$ cat config.mk
export PLATFORM = sky130hd
export DESIGN_NAME = disp_sched
export DESIGN_NICKNAME = d
export VERILOG_FILES = /design/src/rtl/disp_pkg.sv /design/src/rtl/disp_blink_gen.sv /design/src/rtl/disp_sched.sv
export SDC_FILE = /design/constraint.sdc
export NUM_CORES = 1
export LEC_CHECK = 0
export ABC_CLOCK_PERIOD_IN_PS = 6150
export BUFFER_PORTS_ARGS = -buffer_cell sky130_fd_sc_hd__buf_2
export CAP_MARGIN = 20
export CORE_MARGIN = 2
export CORE_UTILIZATION = 54
export DETAILED_ROUTE_END_ITERATION = 8
export PLACE_DENSITY_LB_ADDON = 0.1
export SYNTH_ARGS = -nofsm -noshare
export SYNTH_HDL_FRONTEND = slang
export SYNTH_SLANG_ARGS = --single-unit
$ cat constraint.sdc
create_clock -name clk -period 6.15 [get_ports clk]
set_input_delay 0.615 -clock clk [delete_from_list [all_inputs] [get_ports clk]]
set_output_delay 0.615 -clock clk [all_outputs]
set_load 0.05 [all_outputs]
$ cat src/rtl/disp_pkg.sv
// Shared constants, FSM state encoding and helpers for the display scheduler.
package disp_pkg;

   localparam int unsigned SRC_ALARM = 0;
   localparam int unsigned SRC_KEY   = 1;
   localparam int unsigned SRC_CNT   = 2;

   localparam logic [15:0] BLANK_WORD = 16'h0000;

   typedef enum logic [1:0] {
      StIdle,
      StHold,
      StOwn
   } state_e;

   // Isolates the lowest set bit, which is the highest-priority requester.
   function automatic logic [2:0] lowest_one(input logic [2:0] v);
      return v & (~v + 3'd1);
   endfunction

endpackage

$ cat src/rtl/disp_blink_gen.sv
// Blink phase generator: toggles phase every BLINK_HALF cycles; restart clears it to phase 1.
module disp_blink_gen #(
   parameter int unsigned BLINK_HALF = 25_000_000
) (
   input  logic clk,
   input  logic rst,
   input  logic restart,
   output logic phase
);

   localparam int unsigned CntW = (BLINK_HALF > 1) ? $clog2(BLINK_HALF) : 1;
   localparam logic [CntW-1:0] CntLast = CntW'(BLINK_HALF - 1);

   logic [CntW-1:0] cnt_q, cnt_d;
   logic            phase_q, phase_d;

   always_comb begin
      cnt_d   = cnt_q + CntW'(1);
      phase_d = phase_q;
      if (restart) begin
         cnt_d   = '0;
         phase_d = 1'b1;
      end else if (cnt_q == CntLast) begin
         cnt_d   = '0;
         phase_d = ~phase_q;
      end
   end

   always_ff @(posedge clk or posedge rst) begin
      if (rst) begin
         cnt_q   <= '0;
         phase_q <= 1'b1;
      end else begin
         cnt_q   <= cnt_d;
         phase_q <= phase_d;
      end
   end

   assign phase = phase_q;

endmodule

$ cat src/rtl/disp_sched.sv
// Fixed-priority display scheduler with minimum hold time and alarm preemption.
// Optional per-source blinking is compiled in with DISP_SCHED_BLINK_EN.
module disp_sched
   import disp_pkg::*;
#(
   parameter int unsigned HOLD_CYCLES = 1000,
   parameter int unsigned BLINK_HALF  = 25_000_000
) (
   input  logic        clk,
   input  logic        rst,
   input  logic [2:0]  req,
   input  logic [15:0] data0,
   input  logic [15:0] data1,
   input  logic [15:0] data2,
   input  logic [2:0]  blink,
   output logic [2:0]  gnt,
   output logic        disp_en,
   output logic [15:0] disp_data,
   output logic        busy
);

   localparam int unsigned CntW = $clog2(HOLD_CYCLES + 1);
   localparam logic [CntW-1:0] HoldLoad = CntW'(HOLD_CYCLES - 1);

   state_e          state_q, state_d;
   logic [2:0]      gnt_q, gnt_d;
   logic [CntW-1:0] cnt_q, cnt_d;
   logic [15:0]     data_q, data_d;
   logic [2:0]      higher, others;

   function automatic logic [15:0] word_of(input logic [2:0] g, input logic [15:0] a,
                                           input logic [15:0] b, input logic [15:0] c);
      case (g)
         3'b001:  return a;
         3'b010:  return b;
         3'b100:  return c;
         default: return BLANK_WORD;
      endcase
   endfunction

   always_comb begin
      state_d = state_q;
      gnt_d   = gnt_q;
      cnt_d   = cnt_q;
      // For a one-hot owner, gnt_q - 1 masks exactly the higher-priority sources.
      higher  = req & (gnt_q - 3'd1);
      others  = req & ~gnt_q;
      unique case (state_q)
         StIdle: begin
            if (|req) begin
               state_d = StHold;
               gnt_d   = lowest_one(req);
               cnt_d   = HoldLoad;
            end
         end
         StHold: begin
            if (req[SRC_ALARM] && !gnt_q[SRC_ALARM]) begin
               gnt_d = 3'b001;
               cnt_d = HoldLoad;
            end else if (cnt_q <= CntW'(1)) begin
               cnt_d   = '0;
               state_d = StOwn;
            end else begin
               cnt_d = cnt_q - CntW'(1);
            end
         end
         StOwn: begin
            if (|higher) begin
               state_d = StHold;
               gnt_d   = lowest_one(higher);
               cnt_d   = HoldLoad;
            end else if (|(req & gnt_q)) begin
               state_d = StOwn;
            end else if (|others) begin
               state_d = StHold;
               gnt_d   = lowest_one(others);
               cnt_d   = HoldLoad;
            end else begin
               state_d = StIdle;
               gnt_d   = 3'b000;
               cnt_d   = '0;
            end
         end
         default: begin
            state_d = StIdle;
            gnt_d   = 3'b000;
            cnt_d   = '0;
         end
      endcase

      // A new owner's word is taken on its grant edge; otherwise it tracks only while requesting.
      data_d = data_q;
      if (gnt_d == 3'b000) begin
         data_d = BLANK_WORD;
      end else if ((gnt_d != gnt_q) || |(req & gnt_d)) begin
         data_d = word_of(gnt_d, data0, data1, data2);
      end
   end

   always_ff @(posedge clk or posedge rst) begin
      if (rst) begin
         state_q <= StIdle;
         gnt_q   <= 3'b000;
         cnt_q   <= '0;
         data_q  <= BLANK_WORD;
      end else begin
         state_q <= state_d;
         gnt_q   <= gnt_d;
         cnt_q   <= cnt_d;
         data_q  <= data_d;
      end
   end

   assign gnt       = gnt_q;
   assign busy      = |gnt_q;
   assign disp_data = data_q;

`ifdef DISP_SCHED_BLINK_EN
   logic phase;
   logic blink_q, blink_d;

   disp_blink_gen #(
      .BLINK_HALF(BLINK_HALF)
   ) u_blink (
      .clk    (clk),
      .rst    (rst),
      .restart(gnt_d != gnt_q),
      .phase  (phase)
   );

   always_comb blink_d = |(blink & gnt_d);

   always_ff @(posedge clk or posedge rst) begin
      if (rst) blink_q <= 1'b0;
      else     blink_q <= blink_d;
   end

   assign disp_en = busy & (~blink_q | phase);
`else
   logic unused_blink;
   localparam int unsigned unused_blink_half = BLINK_HALF;
   assign unused_blink = ^blink;
   assign disp_en      = busy;
`endif

endmodule
==> summary.txt, run 1 <==
Worst setup path
  – CP Launch Type: flop
  – CP Data Arrival Time: 3100 ps
  – Bufs and invs on worst path: 1
  – Crit Path Max Fanout: 16
  – Critical Path Sink Type: flop
  – CP Cell Sequence: inv_1 -> ha_1 -> o31a_1 -> o221ai_1 -> and2_4 -> nor3b_2 -> o2bb2ai_1 -> mux2_4
  – Slowest-stage cell, CP: nor3b_2
  – Crit-path leading delay family: simple AND/OR/NAND/NOR gates
  – Max incr delay on CP: 790 ps
  – CP Data Required Time: 6360 ps
  – Crit Path Class: flop to flop

Detailed routing
  – DR vias/cell: 5.78
  – Routed vias: 1970
  – DR iter-0 viols: 169
  – Total routed wirelength: 4740 um
  – Length of routed met2 wiring: 2340 um
  – TritonRoute pass-1 iters: 7
  – DRC: 0
  – Metal3 WL: 249 um
  – WL per Instance: 13.9 um
  – Met1 WL: 2100 um
  – Number of routed nets with antenna violations: 0
  – Top Layer Used: met4

Yosys
  – Sequential area share after synthesis: 36.4%
  – Synthesis Warnings: 0
  – Share of the synthesized area in the top cell type: 36.4%
  – Yosys top cell by area: dfrtp_1
  – Post-synth EDFFs: 0
  – Async S/R FF share, synth: 100%
  – Mapped cell area: 0.00213 mm2
  – Mean area per synthesized cell: 9.39 um2
  – Distinct cell type count after synthesis: 52
  – Synth Flop Type: dfrtp_1
  – Syn nets: 287
  – Top cells by area, synth: dfrtp_1 (36%), mux2_4 (7.0%), o2bb2ai_1 (6.6%)
  – #FFs+latches synth: 31
  – Cell count after synthesis: 227

CTS
  – CTS Sinks: 31
  – Root buffer cell: clkbuf_8
  – Post-cts resize count: 0
  – # Post-CTS Setup Buffers: 0
  – TritonCTS clock tree: built
  – TritonCTS buffer count: 5
  – Clock latency on the worst-skew pair: 270 ps
  – Clock transition at the registers of the reported paths: 60 ps
  – Hold buffers post-CTS: 0
  – H-tree depth: 2
  – Clk buf depth: 2

GRT
  – Grt total ovfl: 0
  – First-pass GRT wire length: 7910 um
  – Initial antenna violation count: 0
  – Vias in the first global route: 1858
  – GR Util All Layers: 23.0%
  – Pin count of the biggest net entering global routing: 30

Timing
  – Final setup TNS: 0 ps
  – Tcrit/Tclk final: 47.0%
  – Final Hold Fails: 0
  – Slew @ Worst Pin: 985 ps
  – Final setup viols: 0
  – Skew final: 7.39 ps
  – Slew Limit Headroom: 34.1%
  – Tmin final: 2890 ps
  – RSZ-0062 raised after global routing: false
  – Max Slew Vio Count: 0
  – Maximum achievable frequency: 346 MHz

Power and ir drop
  – Leak pwr: 1.32 nW
  – Peak VDD IR: 167 uV
  – Power density over the cells: 317 mW/mm2

Placed design
  – DPL Wire Length: 3540 um
  – Global placement routability congestion: 0.877
  – IO buf count: 73

Floorplanning
  – Chip Width: 66.8 um
  – Die Ht: 66.8 um
  – Cell Rows: 22
  – I/O pin total: 77
  – Die area: 0.00446 mm2
  – Core Area: 0.00372 mm2
  – Initial Utilization: 57.3%

Job
  – Number of max-cap violations: 0

Worst hold path
  – Worst hold-check path type: input pin to asynchronous set/reset pin

Final layout
  – Area grow syn2layout: 20.7%
  – Fillers: 301
  – Most frequent cells in the layout: buf_2 (73), dfrtp_1 (31), a21oi_1 (19)
  – Register Area: 776 um2
  – Nets: 353
  – Proportion of layout cells with a drive suffix above 1: 37.9%
  – Ant. Diodes: 0
  – Area of the multi-input gates: 0.00121 mm2
  – Commonest non-fill, non-tap cell in the layout: buf_2
  – Fin util: 69.2%

Run status
  – Status: completed
[sequential cells by signal (all words and copies together), names as in the netlist]
signal and cells:
gnt 3, state_q 2, disp_data 16, cnt_q 10
[cells by family after synthesis]
kind of cell / share of synthesized area (%)
xor+xnor: 0.411
flops: 36.4
mux: 10.7
simple gates: 14.2
compound gates: 29.1
buf+inv: 6.93
fa+ha+maj: 2.35
[area by class of cell]
class | count | area share [%]
clock buffers | 6 | 3.21
clock inverters | 1 | 0.195
inverters | 12 | 1.75
multi-input cells | 167 | 47.0
flip-flops and latches | 31 | 30.2
well taps | 48 | 2.34
repair buffers | 76 | 15.4
[final timing paths]
| check | endpoint | slack [ps] | cells after the start | startpoint |
|---|---|---|---|---|
| max | disp_data[2]$_DFFE_PP0P_ | 3260 | 8 | gnt[1]$_DFF_PP0_ |
| min | disp_data[11]$_DFFE_PP0P_ | 200 | 2 | rst |
| max reg2reg | disp_data[2]$_DFFE_PP0P_ | 3260 | 8 | gnt[1]$_DFF_PP0_ |
| min reg2reg | cnt_q[4]$_DFFE_PP0P_ | 500 | 2 | cnt_q[4]$_DFFE_PP0P_ |
| max in group asynchronous | disp_data[2]$_DFFE_PP0P_ | 5390 | 3 | rst |
| min in group clk | cnt_q[4]$_DFFE_PP0P_ | 500 | 2 | cnt_q[4]$_DFFE_PP0P_ |
[synthesized netlist by cell type, types with 2 or more instances]
| master | count |
|---|---|
| o2bb2ai_1 | 16 |
| clkbuf_1 | 6 |
| nand3_1 | 5 |
| a31oi_1 | 4 |
| o221ai_1 | 3 |
| nand2b_1 | 2 |
| mux2_4 | 10 |
| nor4_1 | 2 |
| a21oi_1 | 19 |
| a31o_2 | 2 |
| nand2_1 | 9 |
| buf_2 | 4 |
| nor2_1 | 16 |
| nor3_1 | 3 |
| mux2_2 | 6 |
| dfrtp_1 | 31 |
| nor3b_1 | 3 |
| nor2b_1 | 3 |
| buf_6 | 3 |
| inv_1 | 11 |
| ha_1 | 4 |
| buf_4 | 3 |
| o21ai_0 | 17 |
| a22oi_1 | 17 |
[metrics by stage]
stage	setup slack (ps)	std cells	power [mW]	cell area (um2)	hold WS (ps)
after floorplan	3190	227	0.580	2130	457
after global placement	2850	332	0.654	2460	474
after detailed placement	2830	332	0.660	2460	480
after CTS	2910	339	0.817	2550	194
after global routing	3020	341	0.877	2570	189
final	3260	341	0.816	2570	197
[per-layer routing]
layer | GRT usage (%) | vias up
met5 | 0 | -
met4 | 8.16 | 0
met3 | 5.24 | 5
met2 | 38.4 | 61
met1 | 29.2 | 920
li1 | - | 984
[report_power, final]
part | switching, mW | internal [mW] | total (mW)
clock network | 0.0666 | 0.0875 | 0.154
logic | 0.225 | 0.130 | 0.355
registers | 0.0462 | 0.261 | 0.307
total | 0.338 | 0.478 | 0.816
[worst register-to-register path, delay by kind of cell, from the launching register on]
| kind | cells | cell delay (ps) |
|---|---|---|
| AND/OR/NAND/NOR | 2 | 1010 |
| flip-flops | 1 | 510 |
| AO/OA/AOI/OAI | 3 | 760 |
| multiplexers | 1 | 160 |
| adder cells (fa/ha/maj) | 1 | 250 |
| buffers and inverters | 1 | 130 |
Note: power is estimated with default switching activity, not from simulation.
==> run 2: changes to the inputs <==
--- a/config.mk
+++ b/config.mk
@@ -5,11 +5,11 @@
 export SDC_FILE = /design/constraint.sdc
 export NUM_CORES = 1
 export LEC_CHECK = 0
-export ABC_CLOCK_PERIOD_IN_PS = 6150
+export ABC_CLOCK_PERIOD_IN_PS = 2300
 export BUFFER_PORTS_ARGS = -buffer_cell sky130_fd_sc_hd__buf_2
 export CAP_MARGIN = 20
 export CORE_MARGIN = 2
-export CORE_UTILIZATION = 54
+export CORE_UTILIZATION = 45
 export DETAILED_ROUTE_END_ITERATION = 8
 export PLACE_DENSITY_LB_ADDON = 0.1
 export SYNTH_ARGS = -nofsm -noshare
==> constraint.sdc (replaced) <==
create_clock -name clk -period 2.3 [get_ports clk]
set_input_delay 0.23 -clock clk [delete_from_list [all_inputs] [get_ports clk]]
set_output_delay 0.23 -clock clk [all_outputs]
set_load 0.05 [all_outputs]
==> summary.txt, run 2 (same netlist as run 1, synthesis figures left out) <==
Timing
  – Final setup viols: 16
  – Slew @ Worst Pin: 669 ps
  – RSZ-0062 raised after global routing: true
  – Skew final: 9.27 ps
  – Final Hold Fails: 0
  – Tcrit/Tclk final: 102%
  – Max Slew Vio Count: 0
  – Slew Limit Headroom: 55.4%
  – Final setup margin: -53.8 ps
  – Tmin final: 2350 ps
  – Maximum achievable frequency: 425 MHz

Placed design
  – Area after DPL: 0.00282 mm2
  – DPL Wire Length: 4050 um
  – Global placement routability congestion: 0.788
  – IO buf count: 73

Detailed routing
  – DRC: 0
  – TritonRoute pass-1 iters: 4
  – Number of routed nets with antenna violations: 0
  – DR vias/cell: 5.57
  – Routed vias: 2101
  – DR iter-0 viols: 136
  – WL per Instance: 14.6 um
  – Total routed wirelength: 5520 um

Worst setup path
  – Critical Path Sink Type: flop
  – CP Data Arrival Time: 2520 ps
  – R2r setup slk: -50 ps
  – Crit Path Class: flop to flop
  – CP Launch Type: flop
  – Crit Path Max Fanout: 16
  – Worst r2r path cells: 9
  – CP Data Required Time: 2470 ps

Final layout
  – Nets: 383
  – Fin util: 64.4%
  – Max reg flops: 16
  – Most frequent cells in the layout: buf_2 (73), dfrtp_1 (29), buf_4 (28)
  – Commonest non-fill, non-tap cell in the layout: buf_2
  – Final instance area: 0.00298 mm2
  – Area grow syn2layout: 39.9%
  – Ant. Diodes: 0
  – Proportion of layout cells with a drive suffix above 1: 49.2%

CTS
  – CTS Sinks: 31
  – Root buffer cell: clkbuf_8
  – Hold buffers post-CTS: 0
  – Clk buf depth: 2
  – TritonCTS buffer count: 5
  – TritonCTS clock tree: built
  – Clock latency on the worst-skew pair: 290 ps
  – H-tree depth: 2
  – Clock transition at the registers of the reported paths: 70 ps

Floorplanning
  – Core Area: 0.00463 mm2
  – Die Ht: 72.8 um
  – I/O pin total: 77
  – Chip Width: 72.8 um
  – Cell Rows: 25
  – Die area: 0.00530 mm2
  – Initial Utilization: 46.0%

GRT
  – First-pass GRT wire length: 9430 um
  – Pin count of the biggest net entering global routing: 32
  – Vias in the first global route: 2054
  – GR Util All Layers: 22.7%
  – Initial antenna violation count: 0
  – Grt total ovfl: 0

Run status
  – Failing checks: setup timing
  – Status: finished with violations

Job
  – Number of max-cap violations: 0

Worst hold path
  – Worst hold-check path type: input pin to asynchronous set/reset pin

Power and ir drop
  – Power density over the cells: 805 mW/mm2
  – Peak VDD IR: 499 uV
  – Leak pwr: 1.48 nW
-- run 2: final timing paths --
path                                                  end                      start
worst max register to register  disp_data[14]$_DFFE_PP0P_           gnt[2]$_DFF_PP0_
worst min register to register  disp_data[13]$_DFFE_PP0P_  disp_data[13]$_DFFE_PP0P_
max in group asynchronous                gnt[0]$_DFF_PP0_                        rst
worst min-delay path                 cnt_q[5]$_DFFE_PP0P_                        rst
worst max-delay path            disp_data[14]$_DFFE_PP0P_           gnt[2]$_DFF_PP0_
min in group clk                disp_data[10]$_DFFE_PP0P_                  data1[10]
-- run 2: area by class of cell --
type,instances,area [um2]
inverters,12,50.0
clock inverters,1,5.00
well taps,54,67.6
clock buffers,6,82.6
fillers,417,1650
repair buffers,106,658
flip-flops and latches,31,778
multi-input cells,167,1340
-- run 2: through the flow --
step	instances	worst slack (ps)	hold slack [ps]	total power, mW	TNS [ps]
final	377	-53.8	5.28	2.40	-677
after CTS	377	-46.4	21.7	2.38	-546
after floorplan	227	-250	333	1.61	-3050
after global routing	377	-147	59.0	2.57	-2210
after detailed placement	369	-214	334	1.91	-3180
after global placement	369	-161	331	1.89	-2400
-- run 2: power by group --
group	leakage [nW]	internal [mW]	switching, mW
combinational	1.04	0.451	0.677
clock	0.0470	0.235	0.204
sequential	0.393	0.698	0.133
total	1.48	1.38	1.01
-- run 2: worst max-delay path, stage by stage, from the launching register on --
cell      delay (ps)
dfrtp_1          560
buf_4            200
nor2_1            40
or3_4            330
and2_4           170
buf_6            120
mux2i_4          180
o221ai_4          80
buf_12           190
mux2_2           340
-- run 2: what timing repair did --
| action | in CTS | in global routing |
|---|---|---|
| buffers inserted | 1 | 0 |
| setup endpoints to repair | 16 | 23 |
| pin swaps | 2 | 0 |
| cloned | 0 | 0 |
| resized for setup | 8 | 4 |
-- run 2: per-layer routing --
metal	share of wire [%]	vias up	global-route usage [%]
li1	-	1043	-
met1	45	982	30.0
met2	48	69	36.9
met3	5.8	7	5.11
met4	1.3	0	7.82
met5	0	-	0
